**config.mk**
```make
export PLATFORM = sky130hd
export DESIGN_NAME = sram_pupil_search
export DESIGN_NICKNAME = d
export VERILOG_FILES = /design/src/rtl/sram_pupil_search.sv
export SDC_FILE = /design/constraint.sdc
export NUM_CORES = 1
export LEC_CHECK = 0
export ABC_AREA = 1
export CORE_UTILIZATION = 40
export CTS_BUF_LIST = sky130_fd_sc_hd__clkbuf_4
export CTS_CLUSTER_DIAMETER = 40
export DETAILED_ROUTE_END_ITERATION = 7
export PLACE_DENSITY = 0.61
export REMOVE_ABC_BUFFERS = 1
export SLEW_MARGIN = 0
export SYNTH_ARGS = -nofsm -noshare
export SYNTH_HDL_FRONTEND = slang
export SYNTH_SLANG_ARGS = --single-unit
```
**constraint.sdc**
```tcl
create_clock -name iCLK -period 3.5 [get_ports iCLK]
set_clock_uncertainty 0.15 [all_clocks]
set_input_delay 0.7 -clock iCLK [delete_from_list [all_inputs] [get_ports iCLK]]
set_output_delay 0.7 -clock iCLK [all_outputs]
set_load 0.01 [all_outputs]
```
**src/rtl/sram_pupil_search.sv**
```systemverilog
// Purpose : scan a grayscale frame held in SRAM and report the bounding box, centre and
//           size of the region darker than a runtime threshold (pupil estimate).
// Latency : iStart at cycle 0, first read address at cycle 1, oDone at cycle IMG_W*IMG_H+2.
// Backpressure: none; one SRAM read is issued every cycle of a scan, and iStart is
//           ignored while oBusy=1.
//
// Ports:
//   iCLK, iRST        clock, synchronous active-high reset
//   iStart            one-cycle pulse that begins a scan (accepted only when idle)
//   iThreshold[9:0]   pixel is dark when data[9:0] < iThreshold; sampled at start
//   oBusy             high from the cycle after an accepted start through the oDone cycle
//   oMEM_ADDR[17:0]   SRAM read address; oMEM_OE_N active-low output enable
//   iMEM_DATA[15:0]   SRAM read data, valid one cycle after its address; only [9:0] used
//   oDone             one-cycle pulse, results valid
//   oFound, oPupil_X, oPupil_Y, oDark_Count   results, held until next oDone or reset
//
// Optional feature: define MIN_PIXELS_CHECK_EN to require at least MIN_PIXELS dark
// pixels before oFound is asserted (oDark_Count always reports the true count).
module sram_pupil_search #(
    parameter int IMG_W      = 320,
    parameter int IMG_H      = 240,
    parameter int BASE_ADDR  = 0,
    parameter int MIN_PIXELS = 16
) (
    input  logic        iCLK,
    input  logic        iRST,
    input  logic        iStart,
    input  logic [9:0]  iThreshold,
    output logic        oBusy,
    output logic [17:0] oMEM_ADDR,
    output logic        oMEM_OE_N,
    input  logic [15:0] iMEM_DATA,
    output logic        oDone,
    output logic        oFound,
    output logic [9:0]  oPupil_X,
    output logic [9:0]  oPupil_Y,
    output logic [19:0] oDark_Count
);

    typedef enum logic [1:0] {
        IDLE,
        READ,
        DRAIN,
        DONE
    } state_t;

    localparam logic [9:0]  LAST_X    = 10'(IMG_W - 1);
    localparam logic [9:0]  LAST_Y    = 10'(IMG_H - 1);
    localparam logic [17:0] BASE      = 18'(BASE_ADDR);
    localparam logic [19:0] COUNT_MAX = 20'hFFFFF;

    state_t      state;
    logic [9:0]  threshold;
    logic [9:0]  x, y;          // coordinates of the address being issued
    logic [9:0]  xDly, yDly;    // coordinates of the data arriving this cycle
    logic        vldDly;
    logic [9:0]  minX, maxX, minY, maxY;
    logic [19:0] count;

    // Next-state accumulator values including the pixel arriving this cycle. The
    // result registers are loaded from these at the end of DRAIN so that the last
    // pixel is already folded in during the oDone cycle.
    logic        isDark;
    logic [9:0]  nMinX, nMaxX, nMinY, nMaxY;
    logic [19:0] nCount;
    logic        nFound;
    logic [10:0] sumX, sumY;    // one extra bit so min+max never overflows

    always_comb begin
        isDark = vldDly && (iMEM_DATA[9:0] < threshold);
        nMinX  = minX;
        nMaxX  = maxX;
        nMinY  = minY;
        nMaxY  = maxY;
        nCount = count;
        if (isDark) begin
            if (xDly < minX) nMinX = xDly;
            if (xDly > maxX) nMaxX = xDly;
            if (yDly < minY) nMinY = yDly;
            if (yDly > maxY) nMaxY = yDly;
            if (count != COUNT_MAX) nCount = count + 20'd1;
        end
`ifdef MIN_PIXELS_CHECK_EN
        nFound = (nCount >= 20'(MIN_PIXELS));
`else
        nFound = (nCount != 20'd0);
`endif
        sumX = {1'b0, nMinX} + {1'b0, nMaxX};
        sumY = {1'b0, nMinY} + {1'b0, nMaxY};
    end

    // Upper data bits carry no pixel information; in the default build MIN_PIXELS has
    // no effect either. Fold them into a sink so the intent is explicit.
    logic unusedSink;
`ifdef MIN_PIXELS_CHECK_EN
    assign unusedSink = &{1'b0, iMEM_DATA[15:10]};
`else
    assign unusedSink = &{1'b0, iMEM_DATA[15:10], 32'(MIN_PIXELS)};
`endif

    always_ff @(posedge iCLK) begin
        if (iRST) begin
            state       <= IDLE;
            oBusy       <= 1'b0;
            oDone       <= 1'b0;
            oMEM_OE_N   <= 1'b1;
            oMEM_ADDR   <= 18'd0;
            oFound      <= 1'b0;
            oPupil_X    <= 10'd0;
            oPupil_Y    <= 10'd0;
            oDark_Count <= 20'd0;
            threshold   <= 10'd0;
            x           <= 10'd0;
            y           <= 10'd0;
            xDly        <= 10'd0;
            yDly        <= 10'd0;
            vldDly      <= 1'b0;
            minX        <= 10'd1023;
            minY        <= 10'd1023;
            maxX        <= 10'd0;
            maxY        <= 10'd0;
            count       <= 20'd0;
        end else begin
            case (state)
                IDLE: begin
                    oDone <= 1'b0;
                    if (iStart) begin
                        threshold <= iThreshold;
                        x         <= 10'd0;
                        y         <= 10'd0;
                        oMEM_ADDR <= BASE;
                        oMEM_OE_N <= 1'b0;
                        oBusy     <= 1'b1;
                        minX      <= 10'd1023;
                        minY      <= 10'd1023;
                        maxX      <= 10'd0;
                        maxY      <= 10'd0;
                        count     <= 20'd0;
                        state     <= READ;
                    end
                end
                READ: begin
                    // Address counter wraps naturally at 2^18.
                    oMEM_ADDR <= oMEM_ADDR + 18'd1;
                    xDly      <= x;
                    yDly      <= y;
                    vldDly    <= 1'b1;
                    minX      <= nMinX;
                    maxX      <= nMaxX;
                    minY      <= nMinY;
                    maxY      <= nMaxY;
                    count     <= nCount;
                    if (x == LAST_X) begin
                        x <= 10'd0;
                        if (y == LAST_Y) begin
                            oMEM_OE_N <= 1'b1;
                            state     <= DRAIN;
                        end else begin
                            y <= y + 10'd1;
                        end
                    end else begin
                        x <= x + 10'd1;
                    end
                end
                DRAIN: begin
                    vldDly      <= 1'b0;
                    minX        <= nMinX;
                    maxX        <= nMaxX;
                    minY        <= nMinY;
                    maxY        <= nMaxY;
                    count       <= nCount;
                    oFound      <= nFound;
                    oPupil_X    <= nFound ? sumX[10:1] : 10'd0;
                    oPupil_Y    <= nFound ? sumY[10:1] : 10'd0;
                    oDark_Count <= nCount;
                    oDone       <= 1'b1;
                    state       <= DONE;
                end
                DONE: begin
                    oDone <= 1'b0;
                    oBusy <= 1'b0;
                    state <= IDLE;
                end
                default: state <= IDLE;
            endcase
        end
    end

endmodule

```
==> results.md, run 1 <==
- First-pass GRT wire length: 43,300 um
- DPL Wire Length: 19,200 um
- Post-route DRC violation count: 0
- Setup total negative slack: 0 ns
- # rows: 57
- Post-route clock period utilization: 96.5%
- Drt via density: 4.93
- Flop and latch count out of synthesis: 175
- Layout filler cell count: 2,439
- Crit path setup slack, layout: 0.121 ns
- Core ar.: 24,500 sq um
- Number of warnings printed during yosys synthesis: 0
- Via count: 9,811
- Hold Fails Final Rpt: 0
- Routed length per instance: 13.3 um
- Count of buffers inserted at the top-level ports: 84
- Total chip power: 7.82 mW
- Die Footprint: 25,700 sq um
- Final cell count without fillers: 1,991
- Endpoint class of the critical path: flop
- Critical path depth: 22
- Pin count of the biggest net entering global routing: 43
- Violation count after the first detailed-route iteration: 580
- Startpoint of the most critical register-to-register path: threshold[7]$_SDFFE_PP0P_
- WP data arrival: 3.70 ns
- Synthesized area divided by synthesized cell count: 6.82 sq um
- Most used DFF post-synth: dfxtp_1
- Htree depth: 4
- Number of placed instances, taps included: 1,947
- Cell type with the highest occurrence count on the critical path: nand2_2
- Final-layout worst hold slack: 0.325 ns
- Placement Setup Slack: -0.867 ns
- Ports placed on the boundary: 91
- Cell family with the largest share of critical-path delay: simple AND/OR/NAND/NOR gates
- Synth top cells by count: nand2_1, dfxtp_1, inv_1, a21oi_1, nor2_1
- # Max-Cap Violations: 0
- Setup repair after global routing missed its margin: yes
- Hold Path Class: reg2reg
- Clock insertion delay at the later pin of the skew report: 0.60 ns
- Vertical die dimension: 160 um
- TritonCTS sink count: 175
- Share of cells above drive strength 1: 17.3%
- Setup violators final: 0
- DIE WIDTH: 160 um
- Root Driver: clkbuf_4
- Number of nets with antenna violations after routing: 0
- Main area contributors after synthesis: dfxtp_1, nand2_1, ha_1
- Endpoint of the most critical setup path: oPupil_X[8]$_SDFFE_PP0P_
- Setup crit start: iMEM_DATA[4]
- Status: finished, final reports clean
- Post-synthesis sequential area ratio: 34.9%
- Pins over their slew limit: 0
- Cell count after synthesis: 1,469
- Largest area contributor in the synthesized netlist: dfxtp_1
- Highest Clock Rate: 296 MHz
- Maximum fanout encountered on the critical timing path: 9
- Clock Pin Slew Worst Setup and Hold Paths: 0.16 ns
- Worst stage delay on the critical path: 0.45 ns
- Pwr/cell area: 615 nW/um^2
- Total overflow reported by the global router: 0
- Final Net Count: 1,758
- Number of enable-type register cells in the synthesized netlist: 0
- Beginning of the worst hold path: oPupil_Y[0]$_SDFFE_PP0P_
- CTS tree: done
- Final GP Congestion: 0.883
- Setup slack of the most critical reg-to-reg path: 0.18 ns
- Clock buffer count from CTS: 17
- Number of antenna violations at the first check in global routing: 1
- Worst ir drop on vdd: 0.220 mV
- Worst EP required: 3.82 ns
- Most repeated cell in the gate-level netlist after synthesis: nand2_1
- Total wirelength of the detailed-routed design: 26,400 um
- Number of distinct standard cells referenced by the synthesized netlist: 48
- Cell at the slowest stage of the critical path: clkdlybuf4s50_1
- Minimum clock period: 3.38 ns
- Number of buffers on the longest clock path: 2
- Total GRT Usage: 20.4%
- Hold path depth: 2
- Worst Path Buf+Inv: 5
- First-pass iteration count of the detailed router: 7
- Transition time at the pin with the least slew margin: 0.533 ns
- Via count of the first global-routing pass: 9,026
- Critical path class: in2reg
- Cells on worst reg2reg path: 20
- Mapped cell area: 10,000 sq um
- Synth async-reset ratio: 0%
- Relative slew slack: 64.5%
- Category of the worst setup path launch point: input port
- Post-synth top area share: 34.9%
- Static power due to leakage: 5.62 nW
- Reg2reg end: oPupil_X[8]$_SDFFE_PP0P_
- Cells along the critical path: clkdlybuf4s50_1 > ha_1 > nand2_2 > inv_2 > nand2_2 > nand2_2 > nand2_2 > inv_2 > nor2_4 > buf_6 > nand2_4 > buf_6 > o21ai_0 > ha_1 > nand2_1 > nor2_2 > a221oi_1 > o21ai_1 > nor2_1 > nor2_1 > nand2_1 > a21oi_1
- Starting Density: 41.0%
- Syn-to-layout area delta: 26.9%
-- cell families after synthesis --
kind of cell,synth area share (%)
XOR/XNOR,1.22
buffers and inverters,8.80
adder cells (fa/ha/maj),9.63
flip-flops,34.9
AO/OA/AOI/OAI,17.2
AND/OR/NAND/NOR,28.2
-- how the worst min path moves through the flow --
stage	end
after floorplan	threshold[1]$_SDFFE_PP0P_
after global placement	threshold[1]$_SDFFE_PP0P_
after detailed placement	threshold[7]$_SDFFE_PP0P_
after CTS	threshold[7]$_SDFFE_PP0P_
after global routing	threshold[7]$_SDFFE_PP0P_
final	oPupil_Y[0]$_SDFFE_PP0P_
-- cell type report --
| type | instances | area [sq um] | area share, % |
|---|---|---|---|
| antenna | 1 | 2.50 | 0.0197 |
| clock buffer | 18 | 135 | 1.06 |
| clock inverter | 14 | 148 | 1.16 |
| inverter | 170 | 643 | 5.05 |
| multi-input combinational | 1070 | 5980 | 47.0 |
| sequential | 175 | 3510 | 27.6 |
| tap | 324 | 405 | 3.19 |
| timing repair buffer | 219 | 1900 | 15.0 |
-- per-layer routing --
layer	vias up	track usage [%]	part of all wire [%]
li1	5162	-	-
met1	4451	27.6	49
met2	167	34.2	46
met3	31	2.79	3.5
met4	0	4.98	1.7
met5	-	0	0
-- per-stage QoR --
step | util, % | cell area [sq um]
2_1_floorplan | - | 9790
3_3_place_gp | 49.0 | 12000
3_5_place_dp | 49.0 | 12000
5_1_grt | 52.0 | 12700
4_1_cts | 50.3 | 12300
6_report | 52.0 | 12700
-- layout by cell type (no fill, tap or decap), drive strengths merged, types with 62 or more instances in the layout --
master / instances
inv: 176
nand3: 62
nand2: 413
a21oi: 150
nor2: 141
o21ai: 114
ha: 74
clkdlybuf4s50: 78
buf: 136
dfxtp: 175
-- timing repair --
action / 4_1_cts / 5_1_grt
buffers inserted: 1 / 8
gates resized for setup: 24 / 102
hold buffers: 0 / 0
pin swaps: 4 / 43
gates cloned: 0 / 2
endpoints found under the setup margin: 10 / 13
endpoints found under the hold margin: 0 / 0
-- state kept, by name (all words and copies together), names as in the netlist, 2 cells and up --
register	flops
count	20
yDly	10
xDly	10
maxX	10
x	10
oMEM_ADDR	18
y	10
minX	10
maxY	10
threshold	10
state	2
oPupil_Y	10
oPupil_X	10
minY	10
oDark_Count	20
-- report_power, final --
| group | switching, mW | leakage [nW] | internal [mW] |
|---|---|---|---|
| clock | 0.815 | 0.152 | 0.391 |
| sequential | 0.230 | 1.42 | 2.32 |
| combinational | 2.34 | 4.05 | 1.73 |
| total | 3.39 | 5.62 | 4.43 |
-- worst reg2reg max path: stages, from the launching register on --
cell	delay, ns
dfxtp_1	0.34
inv_1	0.05
ha_1	0.30
nand2_1	0.09
a21oi_2	0.06
nor2_2	0.19
nand2_2	0.10
nor2_4	0.12
buf_6	0.13
nand2_4	0.07
buf_6	0.15
o21ai_0	0.34
ha_1	0.34
nand2_1	0.09
nor2_2	0.05
a221oi_1	0.23
o21ai_1	0.14
nor2_1	0.11
nor2_1	0.05
nand2_1	0.05
a21oi_1	0.05
Power figures use the tool's default switching activity.
==> run 2: changes to the inputs <==
--- a/config.mk
+++ b/config.mk
@@ -11,6 +11,7 @@
 export CTS_CLUSTER_DIAMETER = 40
 export DETAILED_ROUTE_END_ITERATION = 7
 export PLACE_DENSITY = 0.61
+export RECOVER_POWER = 100
 export REMOVE_ABC_BUFFERS = 1
 export SLEW_MARGIN = 0
 export SYNTH_ARGS = -nofsm -noshare
==> results.md, run 2 (synthesis results as in run 1) <==
- Root Driver: clkbuf_4
- Startpoint of the most critical register-to-register path: threshold[9]$_SDFFE_PP0P_
- TritonCTS sink count: 175
- # rows: 57
- Syn-to-layout area delta: 26.7%
- Transition time at the pin with the least slew margin: 1.13 ns
- Critical path class: in2reg
- Vertical die dimension: 160 um
- First-pass iteration count of the detailed router: 5
- Beginning of the worst hold path: oPupil_Y[0]$_SDFFE_PP0P_
- Hold path depth: 2
- DPL Wire Length: 19,200 um
- Ports placed on the boundary: 91
- Category of the worst setup path launch point: input port
- Status: finished, final reports clean
- Worst ir drop on vdd: 0.221 mV
- Count of buffers inserted at the top-level ports: 84
- Clock Pin Slew Worst Setup and Hold Paths: 0.16 ns
- Starting Density: 41.0%
- Static power due to leakage: 5.77 nW
- Pins over their slew limit: 0
- Setup repair after global routing missed its margin: yes
- Leading cell types in the layout, fill and taps excluded: nand2_1, dfxtp_1, inv_1
- Via count: 9,822
- Final standard cell utilization of the core: 51.9%
- Minimum clock period: 3.40 ns
- Violation count after the first detailed-route iteration: 595
- Htree depth: 4
- Number of buffers on the longest clock path: 2
- Drt via density: 4.93
- Maximum fanout encountered on the critical timing path: 9
- Registers with the highest flip-flop counts: count x20, oDark_Count x20, oMEM_ADDR x18
- Final cell count without fillers: 1,991
- Setup slack of the most critical reg-to-reg path: 0.15 ns
- Reg2reg end: oPupil_X[8]$_SDFFE_PP0P_
- Total wirelength of the detailed-routed design: 26,400 um
- Total overflow reported by the global router: 0
- WP data arrival: 3.72 ns
- Pin count of the biggest net entering global routing: 43
- Highest Clock Rate: 294 MHz
- Layout filler cell count: 2,445
- Core ar.: 24,500 sq um
- Relative slew slack: 24.4%
- Clock buffer count from CTS: 17
- Hold Fails Final Rpt: 0
- Total chip power: 7.75 mW
- First-pass GRT wire length: 43,300 um
- Final Net Count: 1,758
- Number of nets with antenna violations after routing: 0
- Share of cells above drive strength 1: 17.0%
- Final-layout worst hold slack: 0.321 ns
- Most common cell after layout, fill and taps aside: nand2_1
- Total GRT Usage: 20.4%
- Via count of the first global-routing pass: 9,026
- CTS tree: done
- Worst EP required: 3.82 ns
- Number of antenna violations at the first check in global routing: 1
- Clock insertion delay at the later pin of the skew report: 0.60 ns
- Die Footprint: 25,700 sq um
- Final GP Congestion: 0.883
- Hold-fix buffers at CTS: 0
- Routed length per instance: 13.3 um
- Setup violators final: 0
- DIE WIDTH: 160 um
- Number of placed instances, taps included: 1,947
- Pwr/cell area: 610 nW/um^2
- Worst min-delay path endpoint: oPupil_Y[0]$_SDFFE_PP0P_
- Post-route DRC violation count: 0
- Post-route clock period utilization: 97.2%
- # Max-Cap Violations: 0
- Cells on worst reg2reg path: 20
- Endpoint class of the critical path: flop
- Hold Path Class: reg2reg
run 2: how the worst max path moves through the flow:
stage	startpoint	end
after detailed placement	iMEM_DATA[5]	oPupil_Y[5]$_SDFFE_PP0P_
after global routing	iMEM_DATA[4]	oPupil_Y[9]$_SDFFE_PP0P_
after global placement	iMEM_DATA[5]	oPupil_Y[5]$_SDFFE_PP0P_
final	iMEM_DATA[4]	oPupil_X[8]$_SDFFE_PP0P_
after CTS	iMEM_DATA[5]	oPupil_Y[5]$_SDFFE_PP0P_
after floorplan	iMEM_DATA[9]	oPupil_X[5]$_SDFFE_PP0P_
run 2: layout make-up:
class                   instances  area (sq um)  share of cell area [%]
flip-flops and latches        175          3510                    27.6
repair buffers                219          1890                    14.9
inverters                     170           643                    5.06
multi-input cells            1070          5970                    47.0
clock inverters                14           148                    1.16
well taps                     324           405                    3.19
diodes                          1          2.50                  0.0197
clock buffers                  18           135                    1.06
run 2: report_power, final:
group          internal (mW)  total, mW  switching, mW
clock network          0.390       1.21          0.817
logic                   1.66       4.01           2.34
registers               2.32       2.54          0.224
total                   4.37       7.75           3.39
run 2: through the flow:
| stage | setup WS, ns | setup TNS [ns] | area (sq um) |
|---|---|---|---|
| 3_5_place_dp | -0.867 | -11.70 | 12000 |
| 6_report | 0.0986 | 0 | 12700 |
| 5_1_grt | -0.0788 | -0.382 | 12700 |
| 4_1_cts | 0.00715 | 0 | 12300 |
| 2_1_floorplan | -0.873 | -11.45 | 9790 |
| 3_3_place_gp | -0.742 | -10.25 | 12000 |
run 2: worst max-delay path: stages:
cell and delay (ns):
clkdlybuf4s50_1 0.40, ha_1 0.28, nand2_2 0.11, inv_2 0.05, nand2_2 0.06, nand2_2 0.06, nand2_2 0.11, inv_2 0.05
nor2_4 0.08, buf_6 0.13, nand2_4 0.07, buf_6 0.15, o21ai_0 0.35, ha_1 0.34, nand2_1 0.09, nor2_2 0.05
a221oi_1 0.23, o21ai_1 0.14, nor2_1 0.12, nor2_1 0.05, nand2_1 0.05, a21oi_1 0.05
run 2: timing repair:
item                                    in CTS  in global routing
buffers inserted                             1                  8
resized for setup                           24                102
gates cloned                                 0                  2
endpoints found under the setup margin      10                 13
pin swaps                                    4                 43
run 2: routing by layer:
metal	vias to the layer above	track usage, %	wire length, um
met5	-	0	0
met4	0	4.98	431
met3	29	2.79	1020
met2	171	34.2	12200
met1	4458	27.6	12800
li1	5164	-	-
==> run 3: changes to the inputs <==
--- a/config.mk
+++ b/config.mk
@@ -12,7 +12,6 @@
 export DETAILED_ROUTE_END_ITERATION = 7
 export PLACE_DENSITY = 0.61
 export RECOVER_POWER = 100
-export REMOVE_ABC_BUFFERS = 1
 export SLEW_MARGIN = 0
 export SYNTH_ARGS = -nofsm -noshare
 export SYNTH_HDL_FRONTEND = slang
==> results.md, run 3 (synthesis results as in run 1) <==
- # rows: 57
- DPL Wire Length: 19,300 um
- Post-route clock period utilization: 95.2%
- Pins over their slew limit: 42
- Vertical die dimension: 160 um
- Total overflow reported by the global router: 0
- Static power due to leakage: 5.65 nW
- Clock Pin Slew Worst Setup and Hold Paths: 0.19 ns
- Fraction of power spent switching nets: 44.9%
- Final Net Count: 1,761
- Cell family with the largest share of critical-path delay: simple AND/OR/NAND/NOR gates
- Syn-to-layout area delta: 29.2%
- Reg area: 3520 sq um
- WP data arrival: 3.74 ns
- Cell type with the highest occurrence count on the critical path: nand2_1
- Transition time at the pin with the least slew margin: 1.77 ns
- Switching Power: 3.64 mW
- Area of the multi-input gates: 6150 sq um
- Number of nets with antenna violations after routing: 0
- Layout filler cell count: 2,371
- Final cell count without fillers: 1,994
- CTS tree: done
- Category of the worst setup path launch point: input port
- Violation count after the first detailed-route iteration: 499
- Count of buffers inserted at the top-level ports: 84
- Worst ir drop on vdd: 0.269 mV
- DIE WIDTH: 160 um
- Number of buffers on the longest clock path: 2
- Syn Nets: 1,574
- Minimum clock period: 3.33 ns
- Setup violators final: 0
- Pwr/cell area: 626 nW/um^2
- Clock insertion delay at the later pin of the skew report: 0.62 ns
- Highest Clock Rate: 300 MHz
- Total chip power: 8.10 mW
- First-pass iteration count of the detailed router: 5
- Hold Fails Final Rpt: 0
- Number of antenna violations at the first check in global routing: 1
- Pin count of the biggest net entering global routing: 59
- Placement Setup Slack: -0.798 ns
- Registers with the highest flip-flop counts: count x20, oDark_Count x20, oMEM_ADDR x18
- Total wirelength of the detailed-routed design: 27,400 um
- Drt via density: 4.96
- Final GP Congestion: 0.851
- Maximum fanout encountered on the critical timing path: 10
- Status: finished, violations left
- Setup slack of the most critical reg-to-reg path: 0.22 ns
- Starting Density: 41.0%
- Power share of the clock group: 15.8%
- Hold Path Class: reg2reg
- Worst stage delay on the critical path: 0.42 ns
- Cell at the slowest stage of the critical path: clkdlybuf4s50_1
- Leading cell types in the layout, fill and taps excluded: nand2_1, dfxtp_1, inv_1
- Die Footprint: 25,700 sq um
- Root Driver: clkbuf_4
- Critical path class: in2reg
- Via count: 9,897
- Total GRT Usage: 21.1%
- Endpoint class of the critical path: flop
- Sequential share of power: 32.0%
- # Max-Cap Violations: 1
- Htree depth: 4
- Crit path setup slack, layout: 0.168 ns
- TritonCTS sink count: 175
- First-pass GRT wire length: 44,400 um
- Failing checks: max-capacitance violations, max-slew violations
- Most common cell after layout, fill and taps aside: nand2_1
- Number of placed instances, taps included: 1,943
- Via count of the first global-routing pass: 9,258
- Proportion of power drawn by combinational gates: 52.2%
- Routed length per instance: 13.7 um
- Ports placed on the boundary: 91
- Share of cells above drive strength 1: 18.5%
- Clock buffer count from CTS: 17
- Relative slew slack: -17.7%
- Worst Path Buf+Inv: 3
- Core ar.: 24,500 sq um
- Cells along the critical path: clkdlybuf4s50_1 > ha_1 > nand2_1 > nor2_2 > nand3_4 > nand2_2 > nor2_4 > buf_8 > nand2_8 > buf_6 > nand2_1 > nand2_1 > nand2_1 > fa_2 > o21ai_2 > nand2_1 > a21oi_2 > nor2_1 > xor2_1 > or2_1 > a21oi_1
- Post-route DRC violation count: 0
- Cell internal power dissipation: 4.46 mW
- Worst EP required: 3.91 ns
[run 3: changes by cell type in the layout (fill, tap and decap cells not counted), sizes merged]
cell and delta:
dlygate4sd3 -52, bufinv -1, dlymetal6s2s +2, nand2 +2
inv -2, clkdlybuf4s50 +50, clkinv +6, clkinvlp -2
[run 3: stage by stage]
stage / setup TNS [ns] / util [%] / instance area, sq um / hold WS [ns]
2_1_floorplan: -0.0243 / - / 10100 / 0.283
3_3_place_gp: -10.66 / 49.1 / 12000 / 0.296
3_5_place_dp: -11.88 / 49.1 / 12000 / 0.303
4_1_cts: -0.0375 / 50.5 / 12400 / 0.316
5_1_grt: -0.169 / 52.9 / 13000 / 0.309
6_report: 0 / 52.9 / 13000 / 0.326
[run 3: final timing paths]
kind                                                 from  cells past startpoint                       end
worst max-delay path                         iMEM_DATA[2]                     21  oPupil_X[5]$_SDFFE_PP0P_
worst min-delay path                  oFound$_SDFFE_PP0P_                      2       oFound$_SDFFE_PP0P_
worst max register to register  threshold[9]$_SDFFE_PP0P_                     20  oPupil_Y[8]$_SDFFE_PP0P_
worst min register to register        oFound$_SDFFE_PP0P_                      2       oFound$_SDFFE_PP0P_
[run 3: tightest hold or removal path, cell delays in order (launching register included)]
cell     delay, ns
dfxtp_1       0.35
nand2_1       0.06
a21oi_1       0.05
[run 3: final cells by class]
type / count / share of cell area (%)
Antenna cell: 1 / 0.0193
Sequential cell: 175 / 27.2
Clock buffer: 17 / 0.985
Multi-Input combinational cell: 1072 / 47.5
Inverter: 170 / 4.97
Tap cell: 324 / 3.13
Clock inverter: 15 / 1.59
Timing Repair Buffer: 220 / 14.6
[run 3: routing by layer]
layer	routed length (um)	vias to the layer above	share of wire, %	GRT usage (%)
met3	949	31	3.5	3.46
met1	12600	4529	46	25.9
met2	13400	166	49	37.8
li1	-	5171	-	-
met5	0	-	0	0
met4	410	0	1.5	5.97
[run 3: power by group through the flow]
stage,Combinational (mW),Sequential (mW),Clock [mW]
6_report,4.23,2.59,1.28
5_1_grt,4.71,2.64,1.39
4_1_cts,3.79,2.57,1.31
3_5_place_dp,3.73,2.62,0
3_3_place_gp,3.68,2.62,0
2_1_floorplan,2.21,2.60,0
[run 3: timing repair]
| action | 4_1_cts | 5_1_grt |
|---|---|---|
| gates resized for setup | 13 | 127 |
| hold buffers | 0 | 0 |
| endpoints found under the setup margin | 10 | 12 |
| cloned | 0 | 2 |
| setup buffers | 0 | 16 |
| pin swaps | 0 | 45 |
==> RTL change 1: new RTL, flow settings as in run 2 <==
Register the output `oMEM_ADDR` once more, cleared by the reset; this adds one clock of latency there. The other outputs are not delayed to match.
--- a/src/rtl/sram_pupil_search.sv
+++ b/src/rtl/sram_pupil_search.sv
@@ -49,6 +49,8 @@
     localparam logic [17:0] BASE      = 18'(BASE_ADDR);
     localparam logic [19:0] COUNT_MAX = 20'hFFFFF;
 
+    logic [17:0] oMEM_ADDR_s0;
+
     state_t      state;
     logic [9:0]  threshold;
     logic [9:0]  x, y;          // coordinates of the address being issued
@@ -104,7 +106,7 @@
             oBusy       <= 1'b0;
             oDone       <= 1'b0;
             oMEM_OE_N   <= 1'b1;
-            oMEM_ADDR   <= 18'd0;
+            oMEM_ADDR_s0 <= 18'd0;
             oFound      <= 1'b0;
             oPupil_X    <= 10'd0;
             oPupil_Y    <= 10'd0;
@@ -128,7 +130,7 @@
                         threshold <= iThreshold;
                         x         <= 10'd0;
                         y         <= 10'd0;
-                        oMEM_ADDR <= BASE;
+                        oMEM_ADDR_s0 <= BASE;
                         oMEM_OE_N <= 1'b0;
                         oBusy     <= 1'b1;
                         minX      <= 10'd1023;
@@ -141,7 +143,7 @@
                 end
                 READ: begin
                     // Address counter wraps naturally at 2^18.
-                    oMEM_ADDR <= oMEM_ADDR + 18'd1;
+                    oMEM_ADDR_s0 <= oMEM_ADDR_s0 + 18'd1;
                     xDly      <= x;
                     yDly      <= y;
                     vldDly    <= 1'b1;
@@ -186,5 +188,13 @@
         end
     end
 
+    always_ff @(posedge iCLK) begin
+        if (iRST) begin
+            oMEM_ADDR <= '0;
+        end else begin
+            oMEM_ADDR <= oMEM_ADDR_s0;
+        end
+    end
+
 endmodule
 
Behaviour: not the same (Yosys sat finds a counterexample within 4 cycles, from zero or initial values and one cycle with iRST high).
==> RTL change 1 against run 2 <==
  * Total power up 7.0%
  * Die area up 4.6%
  * Non-clock buffer count unchanged
  * Wire length up 4.1%
  * Utilization up 0.50 points
  * Sequential cell count up 18
  * Global-route usage up 0.12 points
  * Cell area up 5.1%
  * Critical path depth down 1
  * Worst setup slack better by 0.018 ns
  * Fmax up 0.54%
  * Synthesized area up 4.7%
  * Critical path type unchanged
  * Critical endpoint is now oPupil_Y[5]$_SDFFE_PP0P_
  * Highest routed layer unchanged
==> RTL change 1: results (changes against run 2) <==
### Final layout
- 2490 — # fillers, +1.8%
- count (20), oDark_Count (20) — registers with the highest flip-flop counts
- 16.2% — fraction of final layout cells sized beyond drive strength 1, -0.76 points
- 1811 — Net count, final, +3.0%

### Place
- 0.918 — final weighted congestion in routability-driven placement, +4.0%
- 12500 sq um — Placed Area, +4.2%
- 2007 — Inst Count DP, +3.1%
- -0.963 ns — Setup WS pre-CTS, -0.0956 ns
- 19800 um — DP HPWL, +3.1%

### Hold path
- oMEM_ADDR_s0[17]$_SDFFE_PP0P_ — launch instance of the worst min-delay path
- flip-flop to flip-flop — Hold Crit Class
- oMEM_ADDR[17]$_SDFF_PP0_ — capture endpoint of the worst hold path

### Global routing
- 26.6% — met1 demand-to-capacity share in global routing, -0.99 points
- 36.1% — met2 layer usage reported by global route, +1.8 points
- 2.73% — met3 demand-to-capacity share in global routing, -0.062 points
- 44600 um — global-route wire length before repair, +3.0%
- 107 — largest net degree at the start of global routing, +150%
- 9235 — via count of the first global-routing pass, +2.3%
- 20.5% — global-route total usage across every layer, +0.12 points

### Detailed routing
- 13.4 um — mean routed wirelength per cell, +1.1%
- 4.92 — post-DR vias/cell, -0.25%
- 946 um — DR WL met3, -7.3%
- 13100 um — routed length on met1, +1.9%
- 13100 um — total length of routed met2 wires, +7.7%
- 538 — starting DRC count in detailed routing, -9.6%
- 10088 — number of vias after detailed routing, +2.7%

### Setup path
- 3.76 ns — data arrival time at the worst-slack endpoint, +0.04 ns
- sky130_fd_sc_hd__clkdlybuf4s50_1 — Slowest cell on crit path
- oPupil_X[5]$_SDFFE_PP0P_ — terminus of the critical flop-to-flop path
- threshold[8]$_SDFFE_PP0P_ — startpoint of the worst register-to-register path
- 0.21 ns — r2r setup slk, +0.06 ns
- 21 — r2r worst-path depth, +5.0%
- 8 — worst-path fanout max, -1
- iMEM_DATA[3] — crit path from
- oPupil_Y[5]$_SDFFE_PP0P_ — critical path endpoint

### Logic synthesis
- sky130_fd_sc_hd__dfxtp_1 (37%), sky130_fd_sc_hd__nand2_1 (15%), sky130_fd_sc_hd__ha_1 (8.8%), sky130_fd_sc_hd__a21oi_1 (6.7%), sky130_fd_sc_hd__inv_1 (6.2%) — Synth area leaders
- 16.4% — share of the synthesized area in compound gates (AO/OA/AOI/OAI), -0.77 points
- 1.59% — XOR/XNOR Fraction of Synth Area, +0.36 points
- 1525 — cells after synthesis, +3.8%
- 46 — post-synthesis cell type count, -4.2%
- sky130_fd_sc_hd__nand2_1 (406), sky130_fd_sc_hd__dfxtp_1 (193), sky130_fd_sc_hd__inv_1 (172) — leading post-synthesis cells by instance count
- 0 — synthesis warning total, unchanged
- 36.8% — part of the Yosys area used for sequential elements, +1.9 points

### Timing
- 0.117 ns — Final WS setup, +0.0182 ns
- 0.523 ns — slew at the pin closest to its max-slew limit, -0.611 ns
- 0.311 ns — worst slack on hold paths, -0.0101 ns

### Outcome
- complete, no violations — run status

### Power
- 0.000358 V — worst vdd rail ir drop, +62%
- 0.00584 uW — P_leak, +1.2%

### Clock tree
- 0.21 ns — Clk pin slew, worst setup/hold paths, +0.05 ns

[RTL change 1: changes by cell type after synthesis, sizes merged, moves of 4 or more]
cell,change
buf,+5
dfxtp,+18
inv,+7
nor2,+23
nor3,+5
o21ai,+4
[RTL change 1: power by group]
part,switching (uW),internal (uW),leakage (uW)
sequential,223,2500,0.00157
combinational,2500,1760,0.00410
clock,955,361,0.000171
[RTL change 1: final cells by class]
class | instances | area (sq um) | area share [%]
antenna | 1 | 2.50 | 0.0187
clock inverter | 15 | 196 | 1.47
clock buffer | 17 | 128 | 0.956
inverter | 177 | 667 | 4.99
tap | 330 | 413 | 3.09
sequential | 193 | 3870 | 29.0
timing repair buffer | 219 | 1940 | 14.5
multi-input combinational | 1098 | 6140 | 46.0
[RTL change 1: repair_timing]
action | CTS | global route
buffers inserted | 0 | 9
setup endpoints to repair | 12 | 16
hold endpoints to repair | 0 | 0
gates cloned | 0 | 1
hold buffers | 0 | 0
pin swaps | 2 | 39
gates resized for setup | 21 | 111
==> RTL change 2: new RTL, flow settings as in run 2 <==
Without the edit above. Add a define of `MIN_PIXELS_CHECK_EN`.
--- a/src/rtl/sram_pupil_search.sv
+++ b/src/rtl/sram_pupil_search.sv
@@ -16,6 +16,8 @@
 //
 // Optional feature: define MIN_PIXELS_CHECK_EN to require at least MIN_PIXELS dark
 // pixels before oFound is asserted (oDark_Count always reports the true count).
+`define MIN_PIXELS_CHECK_EN
+
 module sram_pupil_search #(
     parameter int IMG_W      = 320,
     parameter int IMG_H      = 240,
Formal check against the unedited RTL: same outputs for any inputs over 10 cycles, from zero or initial values and one cycle with iRST high; that may be too few to reach the edited logic, so the function may still have changed.
==> RTL change 2 against run 2 <==
  * Non-clock buffer count down 7
  * Sequential cell count unchanged
  * Worst setup slack better by 0.0035 ns
  * Synthesized area up 0.60%
  * Cell count down 0.65%
  * First-iteration DRC count down 11%
  * Global-route usage down 0.46 points
  * Register-to-register slack better by 0.04 ns
  * Wire length down 1.9%
  * Total power down 2.4%
  * Cell area up 0.70%
==> RTL change 2: results (changes against run 2) <==
### Logic synthesis
- sky130_fd_sc_hd__dfxtp_1 (35%), sky130_fd_sc_hd__nand2_1 (14%), sky130_fd_sc_hd__ha_1 (9.2%), sky130_fd_sc_hd__a21oi_1 (6.8%), sky130_fd_sc_hd__inv_1 (6.3%) — Synth area leaders
- 0 — synthesis warning total, unchanged
- 0% — fraction of synthesis flops using an asynchronous set or reset pin, unchanged
- sky130_fd_sc_hd__nand2_1 (378), sky130_fd_sc_hd__dfxtp_1 (175), sky130_fd_sc_hd__inv_1 (169) — leading post-synthesis cells by instance count
- 47 — post-synthesis cell type count, -2.1%
- sky130_fd_sc_hd__dfxtp_1 — dominant register cell in the synthesized netlist
- 34.7% — part of the Yosys area used for sequential elements, -0.21 points
- 1465 — cells after synthesis, -0.27%

### Hold path
- input pin to flip-flop — Hold Crit Class

### Clock tree
- 4 — depth of the CTS H-tree, unchanged
- 2 — maximum clock path buffer count, unchanged
- 0.56 ns — clock insertion delay at the later pin of the skew report, -0.04 ns
- 17 — TritonCTS Buffers, unchanged
- 0.15 ns — Clk pin slew, worst setup/hold paths
- 0 — hold buffer count at CTS, unchanged
- sky130_fd_sc_hd__clkbuf_4 — buffer cell driving the clock tree root

### Timing
- 1.19 ns — slew at the pin closest to its max-slew limit, +0.0526 ns

### Final layout
- 1978 — post-route insts no fill, -0.65%
- 17.8% — fraction of final layout cells sized beyond drive strength 1, +0.79 points
- 0 — antenna cell count, -1
- count (20), oDark_Count (20), oMEM_ADDR (18) — registers with the highest flip-flop counts
- 1747 — Net count, final, -0.63%

### Global routing
- 27.0% — met1 demand-to-capacity share in global routing, -0.61 points
- 19.9% — global-route total usage across every layer, -0.46 points
- 0 — antenna violations before repair, -1
- 75 — largest net degree at the start of global routing, +74%
- 8848 — via count of the first global-routing pass, -2.0%
- 0 — residual overflow from global routing, unchanged
- 3.02% — met3 demand-to-capacity share in global routing, +0.23 points
- 33.1% — met2 layer usage reported by global route, -1.1 points
- 42500 um — global-route wire length before repair, -2.0%

### Detailed routing
- 9770 — number of vias after detailed routing, -0.53%
- 527 — starting DRC count in detailed routing, -11%
- 0 — number of DRC violations after detailed routing, unchanged
- 13.1 um — mean routed wirelength per cell, -1.2%
- 5 — number of iterations in the first detailed-routing pass, unchanged

### Place
- -0.834 ns — Setup WS pre-CTS, +0.0333 ns
- 84 — number of input and output port buffers inserted, unchanged
- 19000 um — DP HPWL, -1.1%
- 1942 — Inst Count DP, -0.26%
- 0.884 — final weighted congestion in routability-driven placement, about the same

### Floorplanning
- 161 um — DIE WIDTH, +0.29%

### Setup path
- sky130_fd_sc_hd__clkdlybuf4s50_1 — Slowest cell on crit path
- 3.73 ns — data arrival time at the worst-slack endpoint, about the same
- 0.43 ns — largest stage delay on the critical path, +0.03 ns
- 6 — worst-path fanout max, -3

### Power
- 0.00568 uW — P_leak, -1.6%
- 0.000273 V — worst vdd rail ir drop, +24%

### Outcome
- complete, no violations — run status

[RTL change 2: changes by cell type after synthesis, sizes merged, moves of 3 or more]
cell	delta
a21boi	-3
inv	+11
nand2	-16
nand3	+8
nand4	+5
nor2	-18
o21ai	-4
or2	+4
xnor2	+3
xor2	+4
[RTL change 2: cells by family (layout without fill, tap and decap cells)]
logic type / after synthesis / after routing / synth area share, %
xor+xnor: 21 / 21 / 1.82
flops: 175 / 175 / 34.7
buf+inv: 237 / 426 / 9.27
mux: 1 / 1 / 0.112
compound gates: 305 / 305 / 16.4
fa+ha+maj: 76 / 76 / 9.58
simple gates: 650 / 650 / 28.1
[RTL change 2: stage by stage]
step           instance area, sq um  setup TNS (ns)
6_report                      12800               0
3_5_place_dp                  12100          -12.53
2_1_floorplan                  9840          -93.69
4_1_cts                       12500               0
5_1_grt                       12800         -0.0816
3_3_place_gp                  12100          -11.83
[RTL change 2: per-layer routing]
layer	vias up	share of wire [%]	wire length, um
li1	5144	-	-
met1	4453	49	12800
met2	151	46	11900
met3	22	3.3	861
met4	0	1.3	334
met5	-	0	0
[RTL change 2: cell type report]
cell class	count	area (sq um)
multi-input combinational	1053	5950
timing repair buffer	212	1940
inverter	183	692
sequential	175	3510
clock inverter	14	164
clock buffer	17	128
tap	324	405
fill	2410	11700
[RTL change 2: worst paths after layout]
kind                            slack, ns  cells past startpoint                        end                       from
worst min-delay path                 0.28                      2   oPupil_X[1]$_SDFFE_PP0P_                       iRST
worst max-delay path                 0.10                     21   oPupil_Y[9]$_SDFFE_PP0P_               iMEM_DATA[6]
worst max register to register       0.19                     23   oPupil_Y[9]$_SDFFE_PP0P_  threshold[4]$_SDFFE_PP0P_
worst min register to register       0.32                      2  threshold[3]$_SDFFE_PP0P_  threshold[3]$_SDFFE_PP0P_
[RTL change 2: what timing repair did]
action / CTS / global route
gates resized for setup: 30 / 83
buffers inserted: 0 / 3
hold endpoints to repair: 0 / 0
pin swaps: 5 / 43
endpoints found under the setup margin: 14 / 16
cloned: 0 / 2
[RTL change 2: critical path: cells and delay by family]
family | cells | cell delay, ns
AO/OA/AOI/OAI | 6 | 0.70
AND/OR/NAND/NOR | 10 | 0.93
adder cells (fa/ha/maj) | 2 | 0.61
buffers and inverters | 3 | 0.76
[RTL change 2: power by group]
group | internal, uW | switching (uW)
clock | 496 | 727
sequential | 2300 | 233
combinational | 1610 | 2200
